## config.mk

```make
export PLATFORM = sky130hd
export DESIGN_NAME = switch_bounce_gen
export DESIGN_NICKNAME = d
export VERILOG_FILES = /design/src/rtl/switch_bounce_pkg.sv /design/src/rtl/lfsr_16.sv /design/src/rtl/switch_bounce_gen.sv
export SDC_FILE = /design/constraint.sdc
export NUM_CORES = 1
export LEC_CHECK = 0
export CAP_MARGIN = 0
export CORE_MARGIN = 2
export CORE_UTILIZATION = 45
export CTS_CLUSTER_DIAMETER = 200
export DETAILED_ROUTE_END_ITERATION = 10
export GPL_ROUTABILITY_DRIVEN = 0
export GPL_TIMING_DRIVEN = 1
export SYNTH_ARGS = -nofsm -noshare
export SYNTH_HDL_FRONTEND = slang
export SYNTH_SLANG_ARGS = --single-unit
```

## constraint.sdc

```tcl
create_clock -name i_Clk -period 2.7 [get_ports i_Clk]
set_clock_uncertainty 0.05 [all_clocks]
set_input_delay 0.27 -clock i_Clk [delete_from_list [all_inputs] [get_ports i_Clk]]
set_output_delay 0.27 -clock i_Clk [all_outputs]
set_load 0.02 [all_outputs]
```

## src/rtl/switch_bounce_pkg.sv

```systemverilog
// Shared definitions for the switch bounce generator.
//   state_e       : controller states (idle / bouncing / post-settle hold)
//   LFSR_TAPS     : Galois feedback mask for the 16-bit segment-length LFSR
//   lfsr_step     : one Galois step (right shift, xor taps when bit 0 was set)
//   lfsr_fix_seed : maps the all-zero lock-up seed to 16'h0001
package switch_bounce_pkg;

   typedef enum logic [1:0] {
      ST_IDLE   = 2'd0,
      ST_BOUNCE = 2'd1,
      ST_HOLD   = 2'd2
   } state_e;

   localparam logic [15:0] LFSR_TAPS = 16'hB400;

   function automatic logic [15:0] lfsr_step(input logic [15:0] s);
      logic [15:0] shifted;
      shifted = s >> 1;
      return s[0] ? (shifted ^ LFSR_TAPS) : shifted;
   endfunction

   function automatic logic [15:0] lfsr_fix_seed(input logic [15:0] s);
      return (s == 16'h0000) ? 16'h0001 : s;
   endfunction

endpackage

```

## src/rtl/lfsr_16.sv

```systemverilog
// 16-bit Galois LFSR used as the random source for glitch-segment lengths.
//   i_Clk   : clock, rising edge
//   i_Rst_L : asynchronous active-low reset, loads the (non-zero) seed
//   i_Adv   : advance one step this cycle
//   o_State : current LFSR state
module lfsr_16
   import switch_bounce_pkg::*;
#(
   parameter logic [15:0] SEED = 16'hACE1
) (
   input  logic        i_Clk,
   input  logic        i_Rst_L,
   input  logic        i_Adv,
   output logic [15:0] o_State
);

   localparam logic [15:0] RST_VAL = lfsr_fix_seed(SEED);

   logic [15:0] lfsr_q;
   logic [15:0] lfsr_d;

   always_comb begin
      lfsr_d = lfsr_q;
      if (i_Adv) begin
         lfsr_d = lfsr_step(lfsr_q);
      end
   end

   always_ff @(posedge i_Clk or negedge i_Rst_L) begin
      if (!i_Rst_L) begin
         lfsr_q <= RST_VAL;
      end else begin
         lfsr_q <= lfsr_d;
      end
   end

   assign o_State = lfsr_q;

endmodule

```

## src/rtl/switch_bounce_gen.sv

```systemverilog
// Mechanical switch emulator: turns a clean requested level into a bouncing
// output for a fixed window of random-length glitch segments, then holds the
// settled level for a while before accepting another change.
//   i_Clk     : clock, rising edge
//   i_Rst_L   : asynchronous active-low reset
//   i_Level   : clean requested level (synchronous to i_Clk)
//   o_Bouncy  : emulated switch contact output (registered)
//   o_Busy    : high while bouncing or holding (registered)
//   o_Settled : one-cycle pulse on the cycle the controller returns to idle
module switch_bounce_gen
   import switch_bounce_pkg::*;
#(
   parameter int unsigned BOUNCE_WINDOW = 250000,
   parameter int unsigned SEG_BITS      = 10,
   parameter int unsigned HOLD_CYCLES   = 1000,
   parameter logic [15:0] LFSR_SEED     = 16'hACE1
) (
   input  logic i_Clk,
   input  logic i_Rst_L,
   input  logic i_Level,
   output logic o_Bouncy,
   output logic o_Busy,
   output logic o_Settled
);

   localparam int unsigned WIN_W  = $clog2(BOUNCE_WINDOW + 1);
   localparam int unsigned SEG_W  = SEG_BITS + 1;
   localparam int unsigned HOLD_W = $clog2(HOLD_CYCLES + 1);

   localparam logic [WIN_W-1:0]  WIN_LOAD  = WIN_W'(BOUNCE_WINDOW);
   localparam logic [HOLD_W-1:0] HOLD_LOAD = HOLD_W'(HOLD_CYCLES);
   localparam logic [15:0]       SEG_MASK  = 16'((32'd1 << SEG_BITS) - 32'd1);

   state_e             state_q,   state_d;
   logic               target_q,  target_d;
   logic               bouncy_q,  bouncy_d;
   logic               busy_q,    busy_d;
   logic               settled_q, settled_d;
   logic [WIN_W-1:0]   win_q,     win_d;
   logic [SEG_W-1:0]   seg_q,     seg_d;
   logic [HOLD_W-1:0]  hold_q,    hold_d;

   logic               lfsr_adv;
   logic [15:0]        lfsr_state;
   logic [15:0]        lfsr_next;
   logic [SEG_W-1:0]   seg_first;
   logic [SEG_W-1:0]   seg_reload;

   lfsr_16 #(
      .SEED (LFSR_SEED)
   ) u_lfsr (
      .i_Clk   (i_Clk),
      .i_Rst_L (i_Rst_L),
      .i_Adv   (lfsr_adv),
      .o_State (lfsr_state)
   );

   // The segment following an expiry must use the LFSR value after that
   // expiry's advance, so the reload length is taken from the next state.
   always_comb begin
      lfsr_next  = lfsr_step(lfsr_state);
      seg_first  = SEG_W'(lfsr_state & SEG_MASK) + SEG_W'(1);
      seg_reload = SEG_W'(lfsr_next & SEG_MASK) + SEG_W'(1);
   end

   always_comb begin
      state_d   = state_q;
      target_d  = target_q;
      bouncy_d  = bouncy_q;
      settled_d = 1'b0;
      win_d     = win_q;
      seg_d     = seg_q;
      hold_d    = hold_q;
      lfsr_adv  = 1'b0;

      case (state_q)
         ST_IDLE: begin
            if (i_Level != target_q) begin
               target_d = i_Level;
               bouncy_d = ~bouncy_q;
               win_d    = WIN_LOAD;
               seg_d    = seg_first;
               state_d  = ST_BOUNCE;
            end else begin
               bouncy_d = target_q;
            end
         end

         ST_BOUNCE: begin
            target_d = i_Level;
            // Window end has priority over a coinciding segment expiry: the
            // output lands on the level present in this last bounce cycle
            // and the LFSR does not advance.
            if (win_q == WIN_W'(1)) begin
               bouncy_d = i_Level;
               win_d    = '0;
               seg_d    = '0;
               hold_d   = HOLD_LOAD;
               state_d  = ST_HOLD;
            end else begin
               win_d = win_q - WIN_W'(1);
               if (seg_q == SEG_W'(1)) begin
                  bouncy_d = ~bouncy_q;
                  lfsr_adv = 1'b1;
                  seg_d    = seg_reload;
               end else begin
                  seg_d = seg_q - SEG_W'(1);
               end
            end
         end

         ST_HOLD: begin
            if (hold_q == HOLD_W'(1)) begin
               hold_d    = '0;
               settled_d = 1'b1;
               state_d   = ST_IDLE;
            end else begin
               hold_d = hold_q - HOLD_W'(1);
            end
         end

         default: begin
            state_d = ST_IDLE;
         end
      endcase

      busy_d = (state_d != ST_IDLE);
   end

   always_ff @(posedge i_Clk or negedge i_Rst_L) begin
      if (!i_Rst_L) begin
         state_q   <= ST_IDLE;
         target_q  <= 1'b0;
         bouncy_q  <= 1'b0;
         busy_q    <= 1'b0;
         settled_q <= 1'b0;
         win_q     <= '0;
         seg_q     <= '0;
         hold_q    <= '0;
      end else begin
         state_q   <= state_d;
         target_q  <= target_d;
         bouncy_q  <= bouncy_d;
         busy_q    <= busy_d;
         settled_q <= settled_d;
         win_q     <= win_d;
         seg_q     <= seg_d;
         hold_q    <= hold_d;
      end
   end

   assign o_Bouncy  = bouncy_q;
   assign o_Busy    = busy_q;
   assign o_Settled = settled_q;

endmodule
```

==> results.py, run 1 <==
metrics = {
    "run_status": {
        "outcome": "completed",
    },
    "routing": {
        "route.detailed.drc": 0,
        "drtPass1Iterations": 4,
        "drt_iter0_markers": 119,
        "viasPerCell": 5.89,
        "drt-total-wl_um": 8570,
        "ant_nets": 0,
        "vias": 2998,
        "wl_per_cell_um": 16.8,
    },
    "final_layout": {
        "nNetsFinal": 413,
        "multi_input_area_um2": 1970,
        "areaGrowthSynthToFinish_pct": 10.2,
        "drive_above_1_share_pct": 14.7,
        "final.fill_count": 749,
        "seqCellArea_um2": 1540,
        "finish.utilization_pct": 51.5,
        "diodes": 0,
    },
    "clocking": {
        "ctsHtreeMaxLevel": 3,
        "clk_pin_slew_ps": 70,
        "clock_latency_ps": 350,
        "clock-root-buffer": "clkbuf_8",
        "cts_buffers": 9,
        "post_cts_buffers": 0,
        "tritoncts": "built",
        "clockBufferDepth": 2,
        "cts_sinks": 61,
    },
    "power": {
        "ir_drop_uv": 278,
        "total_power_mw": 1.78,
        "switching_share_pct": 22.9,
        "cell_internal_pwr_mw": 1.37,
        "p_sw_uw": 408,
        "pwr-share-clk_pct": 46.8,
        "power.share.sequential_pct": 51.6,
        "powerDensity_nw_per_um2": 442,
        "p_leak_nw": 1.71,
        "p_comb_share_pct": 1.7,
    },
    "worst_setup_path": {
        "r2r-start": "win_q[6]$_DFFE_PN0P_",
        "crit_family": "simple AND/OR/NAND/NOR gates",
        "path_cells": "nor4_2, and2_1, a31oi_1, buf_4, a31oi_1, a31oi_1",
        "end_kind": "register",
        "crit_buf_inv": 1,
        "cpPeakStageDelay_ps": 430,
        "slowest_stage": "dfrtp_1",
        "crit_top_cell": "a31oi_1",
        "crit_type": "register to register",
        "crit_path_start": "win_q[6]$_DFFE_PN0P_",
        "cp_max_fo": 11,
        "worstSetupStartpointType": "register",
        "required_ps": 2880,
        "cp_data_arrival_time_ps": 2450,
    },
    "timing": {
        "tightest_slew_ps": 873,
        "fin_crit_ps": 2280,
        "setup_violations": 0,
        "drv_slew": 0,
        "hold_viol": 0,
        "clock.fmax_mhz": 439,
        "layout_worst_path_cycle_share_pct": 84.4,
        "worst_slew_margin_rel_pct": 41.5,
        "rsz0062_at_grt": "no",
        "fin_tns_setup_ps": 0,
    },
    "die": {
        "die_area_um2": 8850,
        "die_w_um": 94.1,
        "row_count": 32,
        "core_um2": 7810,
        "dieHeight_um": 94.1,
        "ios": 6,
        "initial_utilization_pct": 46.7,
    },
    "placed_design": {
        "hpwlAfterDp_um": 5980,
        "port-buffer-count": 5,
    },
    "global_routing": {
        "grt_pass1_wl_um": 14600,
        "grt_pass1_vias": 2932,
        "grt_max_degree": 23,
        "antenna_found_initial": 0,
        "grt_remaining_overflow": 0,
        "grt.total_usage_pct": 21.4,
    },
    "logic_synthesis": {
        "synth_top_cell_area_share_pct": 36.3,
        "ys_types": 57,
        "yosys.area.top_type": "dfrtp_1",
        "yosysMostFrequentCell": "dfrtp_1",
        "async_flop_share_pct": 100,
        "ys_top_cells_by_count": "53 x dfrtp_1, 38 x nand2_1, 35 x nor2_1",
        "ys_warn_count": 0,
        "yosysSeqAreaShare_pct": 42.1,
        "ys_ff_latch": 61,
        "synthTopCellsByArea": "dfrtp_1 36%, dfstp_2 5.8%, mux2_2 4.0%, nand2_1 3.9%, nor2_1 3.6%",
        "netlist_area_um2": 3650,
        "syn_inst": 395,
        "syn_nets": 406,
        "synthFlopType": "dfrtp_1",
        "syn_area_per_cell_um2": 9.24,
        "synth_edf_count": 0,
    },
    "hold_path": {
        "hold_class": "primary input to async pin",
    },
    "flow_run": {
        "maxCapViolations": 0,
    },
}
## sequential cells by signal (all words and copies together) (netlist names)
register / cells
o_Busy: 1
o_Settled: 1
win_q: 18
hold_q: 10
target_q: 1
o_Bouncy: 1
u_lfsr.o_State: 16
state_q: 2
seg_q: 11
## cell type report
cell class              count  area share, %
well taps                 102           3.17
repair buffers             18           3.61
clock buffers              10           3.42
multi-input cells         301           49.0
clock inverters             6           1.56
inverters                  11           1.03
flip-flops and latches     61           38.2
## cell usage in the layout (no fill, tap or decap), types with 3 or more instances in the layout
master and count:
a21o_1 5, a21oi_1 22, a221o_1 3, a31oi_1 11
and3_1 5, buf_4 12, clkbuf_8 10, clkdlybuf4s50_1 4
clkinvlp_4 3, dfrtp_1 53, dfstp_2 8, ha_1 8
inv_1 11, mux2_2 13, mux2i_1 6, nand2_1 38
nand3_1 20, nand4_1 9, nor2_1 35, nor2b_1 4
nor3_1 8, nor4_1 5, nor4_4 3, o211ai_1 4
o21ai_0 22, o22ai_1 5, or2_2 3, or3_1 8
xnor2_1 13, xor2_1 14
## routing by layer
metal	vias up	wire [um]	global-route usage (%)
li1	1447	-	-
met1	1465	3970	27.4
met2	72	4120	34.8
met3	14	345	4.57
met4	0	140	9.30
met5	-	0	0
## timing repair
item                                   CTS  global route
hold buffers                             1             0
endpoints found under the hold margin   20             0
resized for setup                        0             0
## worst paths after layout
path	end	slack, ps	cells past startpoint
max in group asynchronous	win_q[9]$_DFFE_PN0P_	1510	3
min reg2reg	u_lfsr.o_State[12]$_DFFE_PN0P_	440	2
max reg2reg	win_q[11]$_DFFE_PN0P_	420	6
min in group i_Clk	u_lfsr.o_State[12]$_DFFE_PN0P_	440	2
min	hold_q[7]$_DFFE_PN0P_	380	2
max	win_q[11]$_DFFE_PN0P_	420	6
## power by group through the flow
| stage | clock [mW] | sequential [mW] | combinational [mW] |
|---|---|---|---|
| floorplan | 0 | 0.934 | 0.00497 |
| global placement | 0 | 0.934 | 0.0298 |
| detailed placement | 0 | 0.934 | 0.0299 |
| CTS | 0.855 | 0.917 | 0.0310 |
| global route | 0.901 | 0.916 | 0.0349 |
| finish | 0.831 | 0.917 | 0.0296 |
## stage by stage
step           area [um2]  hold slack, ps  instances  worst slack [ps]
3_5_place_dp         3810             229        492               392
6_report             4020             379        509               421
2_1_floorplan        3650           -75.6        395               729
5_1_grt              4020             414        509               184
4_1_cts              4020             387        509               377
3_3_place_gp         3810             221        492               506
## cell families (layout without fill, tap and decap cells)
group           Yosys count  after routing  synth area share, %
simple gates            153            153                 22.4
compound gates           91             91                 15.8
flops                    61             61                 42.1
buf+inv                  33             45                 3.91
xor+xnor                 27             27                 6.48
mux                      21             21                 6.27
fa+ha+maj                 9              9                 3.02
(Power assumes the default switching activity.)
==> inputs of run 2 (changes only) <==
- clock period: 2.7 -> 2.2 ns (I/O delays scaled with it)
==> results.py, run 2 (synthesis gave the netlist of run 1 again) <==
metrics = {
    "worst_setup_path": {
        "path_cells": "inv_1, ha_1, or4b_2, nor2_4, nand4_1, mux2_2",
        "required_ps": 2390,
        "cpPeakStageDelay_ps": 710,
        "crit_path_start": "win_q[0]$_DFFE_PN0P_",
        "cp_max_fo": 6,
        "crit_family": "simple AND/OR/NAND/NOR gates",
        "r2r-start": "win_q[0]$_DFFE_PN0P_",
        "slowest_stage": "or4b_2",
        "worstSetupStartpointType": "register",
        "crit_buf_inv": 1,
        "crit_type": "register to register",
        "end_kind": "register",
        "cp_data_arrival_time_ps": 2270,
    },
    "global_routing": {
        "grt_remaining_overflow": 0,
        "grt.total_usage_pct": 21.5,
        "antenna_found_initial": 0,
        "grt_max_degree": 26,
        "grt_pass1_wl_um": 14700,
        "grt_pass1_vias": 3051,
    },
    "die": {
        "die_area_um2": 8850,
        "die_w_um": 94.1,
        "initial_utilization_pct": 46.7,
        "ios": 6,
        "dieHeight_um": 94.1,
        "core_um2": 7810,
        "row_count": 32,
    },
    "clocking": {
        "ctsHtreeMaxLevel": 3,
        "clk_pin_slew_ps": 80,
        "cts_buffers": 9,
        "cts_sinks": 61,
        "clock_latency_ps": 360,
        "clock-root-buffer": "clkbuf_8",
        "tritoncts": "built",
        "post_cts_buffers": 0,
        "clockBufferDepth": 2,
    },
    "timing": {
        "drv_slew": 0,
        "worst_slew_margin_rel_pct": 60.6,
        "fin_crit_ps": 2080,
        "clock.fmax_mhz": 480,
        "setup_violations": 0,
        "fin_tns_setup_ps": 0,
        "hold_viol": 0,
        "rsz0062_at_grt": "no",
        "tightest_slew_ps": 588,
        "layout_worst_path_cycle_share_pct": 94.7,
    },
    "final_layout": {
        "finish.utilization_pct": 53.2,
        "final.fill_count": 731,
        "diodes": 0,
        "largest_reg_flops": 18,
        "layout_common_cells": "53 x dfrtp_1, 38 x nand2_1, 33 x nor2_1, 24 x buf_4",
        "drive_above_1_share_pct": 17.6,
        "final_common_cell": "dfrtp_1",
        "fin_cells": 522,
        "top_register": "win_q",
        "areaGrowthSynthToFinish_pct": 13.8,
        "multi_input_area_um2": 1980,
        "nNetsFinal": 426,
        "design_area_um2": 4150,
        "seqCellArea_um2": 1540,
    },
    "routing": {
        "wl_per_cell_um": 16.2,
        "viasPerCell": 5.71,
        "drtPass1Iterations": 4,
        "route.met2.wl_um": 4050,
        "ant_nets": 0,
        "drt_iter0_markers": 143,
        "topRoutingLayerUsed": "met4",
        "route.detailed.drc": 0,
        "wl_met3_um": 334,
        "drt-total-wl_um": 8450,
        "vias": 2979,
        "met1Wirelength_um": 3940,
    },
    "placed_design": {
        "port-buffer-count": 5,
        "dpl_cell_area_um2": 3920,
        "dp_cells": 505,
        "hpwlAfterDp_um": 5930,
    },
    "power": {
        "ir_drop_uv": 210,
        "powerDensity_nw_per_um2": 539,
        "p_leak_nw": 1.79,
    },
    "hold_path": {
        "hold_class": "primary input to async pin",
    },
    "run_status": {
        "outcome": "completed",
    },
    "flow_run": {
        "maxCapViolations": 0,
    },
}
-- run 2: what timing repair did --
item,4_1_cts,5_1_grt
hold buffers,1,0
endpoints found under the hold margin,18,0
setup endpoints to repair,0,2
gates resized for setup,0,3
-- run 2: final timing paths --
check                                            endpoint  slack [ps]  cells past startpoint
max in group asynchronous   u_lfsr.o_State[5]$_DFFE_PN1P_        1070                      3
hold reg to reg            u_lfsr.o_State[12]$_DFFE_PN0P_         440                      2
setup / recovery                    win_q[16]$_DFFE_PN0P_         120                      6
hold / removal                      hold_q[6]$_DFFE_PN0P_         280                      2
min in group i_Clk         u_lfsr.o_State[12]$_DFFE_PN0P_         440                      2
setup reg to reg                    win_q[16]$_DFFE_PN0P_         120                      6
-- run 2: stage by stage --
step           total power [mW]  hold slack [ps]  worst slack (ps)
2_1_floorplan              1.15             -126               229
3_3_place_gp               1.18              136               141
3_5_place_dp               1.18              148              46.0
4_1_cts                    2.26              302              35.5
5_1_grt                    2.33              328              2.70
6_report                   2.24              282               116
-- run 2: where the power goes --
part / total (mW) / switching [mW] / leakage [nW] / internal (mW)
sequential: 1.13 / 0.00170 / 0.726 / 1.12
clock: 1.08 / 0.463 / 0.106 / 0.615
combinational: 0.0358 / 0.0266 / 0.959 / 0.00919
-- run 2: per-layer routing --
| layer | global-route usage (%) | vias to the layer above |
|---|---|---|
| met5 | 0 | - |
| met4 | 7.37 | 0 |
| met1 | 27.1 | 1429 |
| li1 | - | 1478 |
| met2 | 35.8 | 62 |
| met3 | 5.70 | 10 |
-- run 2: final cells by class --
cell class                 instances  share of cell area, %
timing repair buffer              31                   6.15
multi-input combinational        301                   47.7
inverter                          11                  0.994
sequential                        61                   37.0
clock buffer                      13                   4.07
tap                              102                   3.07
clock inverter                     3                   1.02
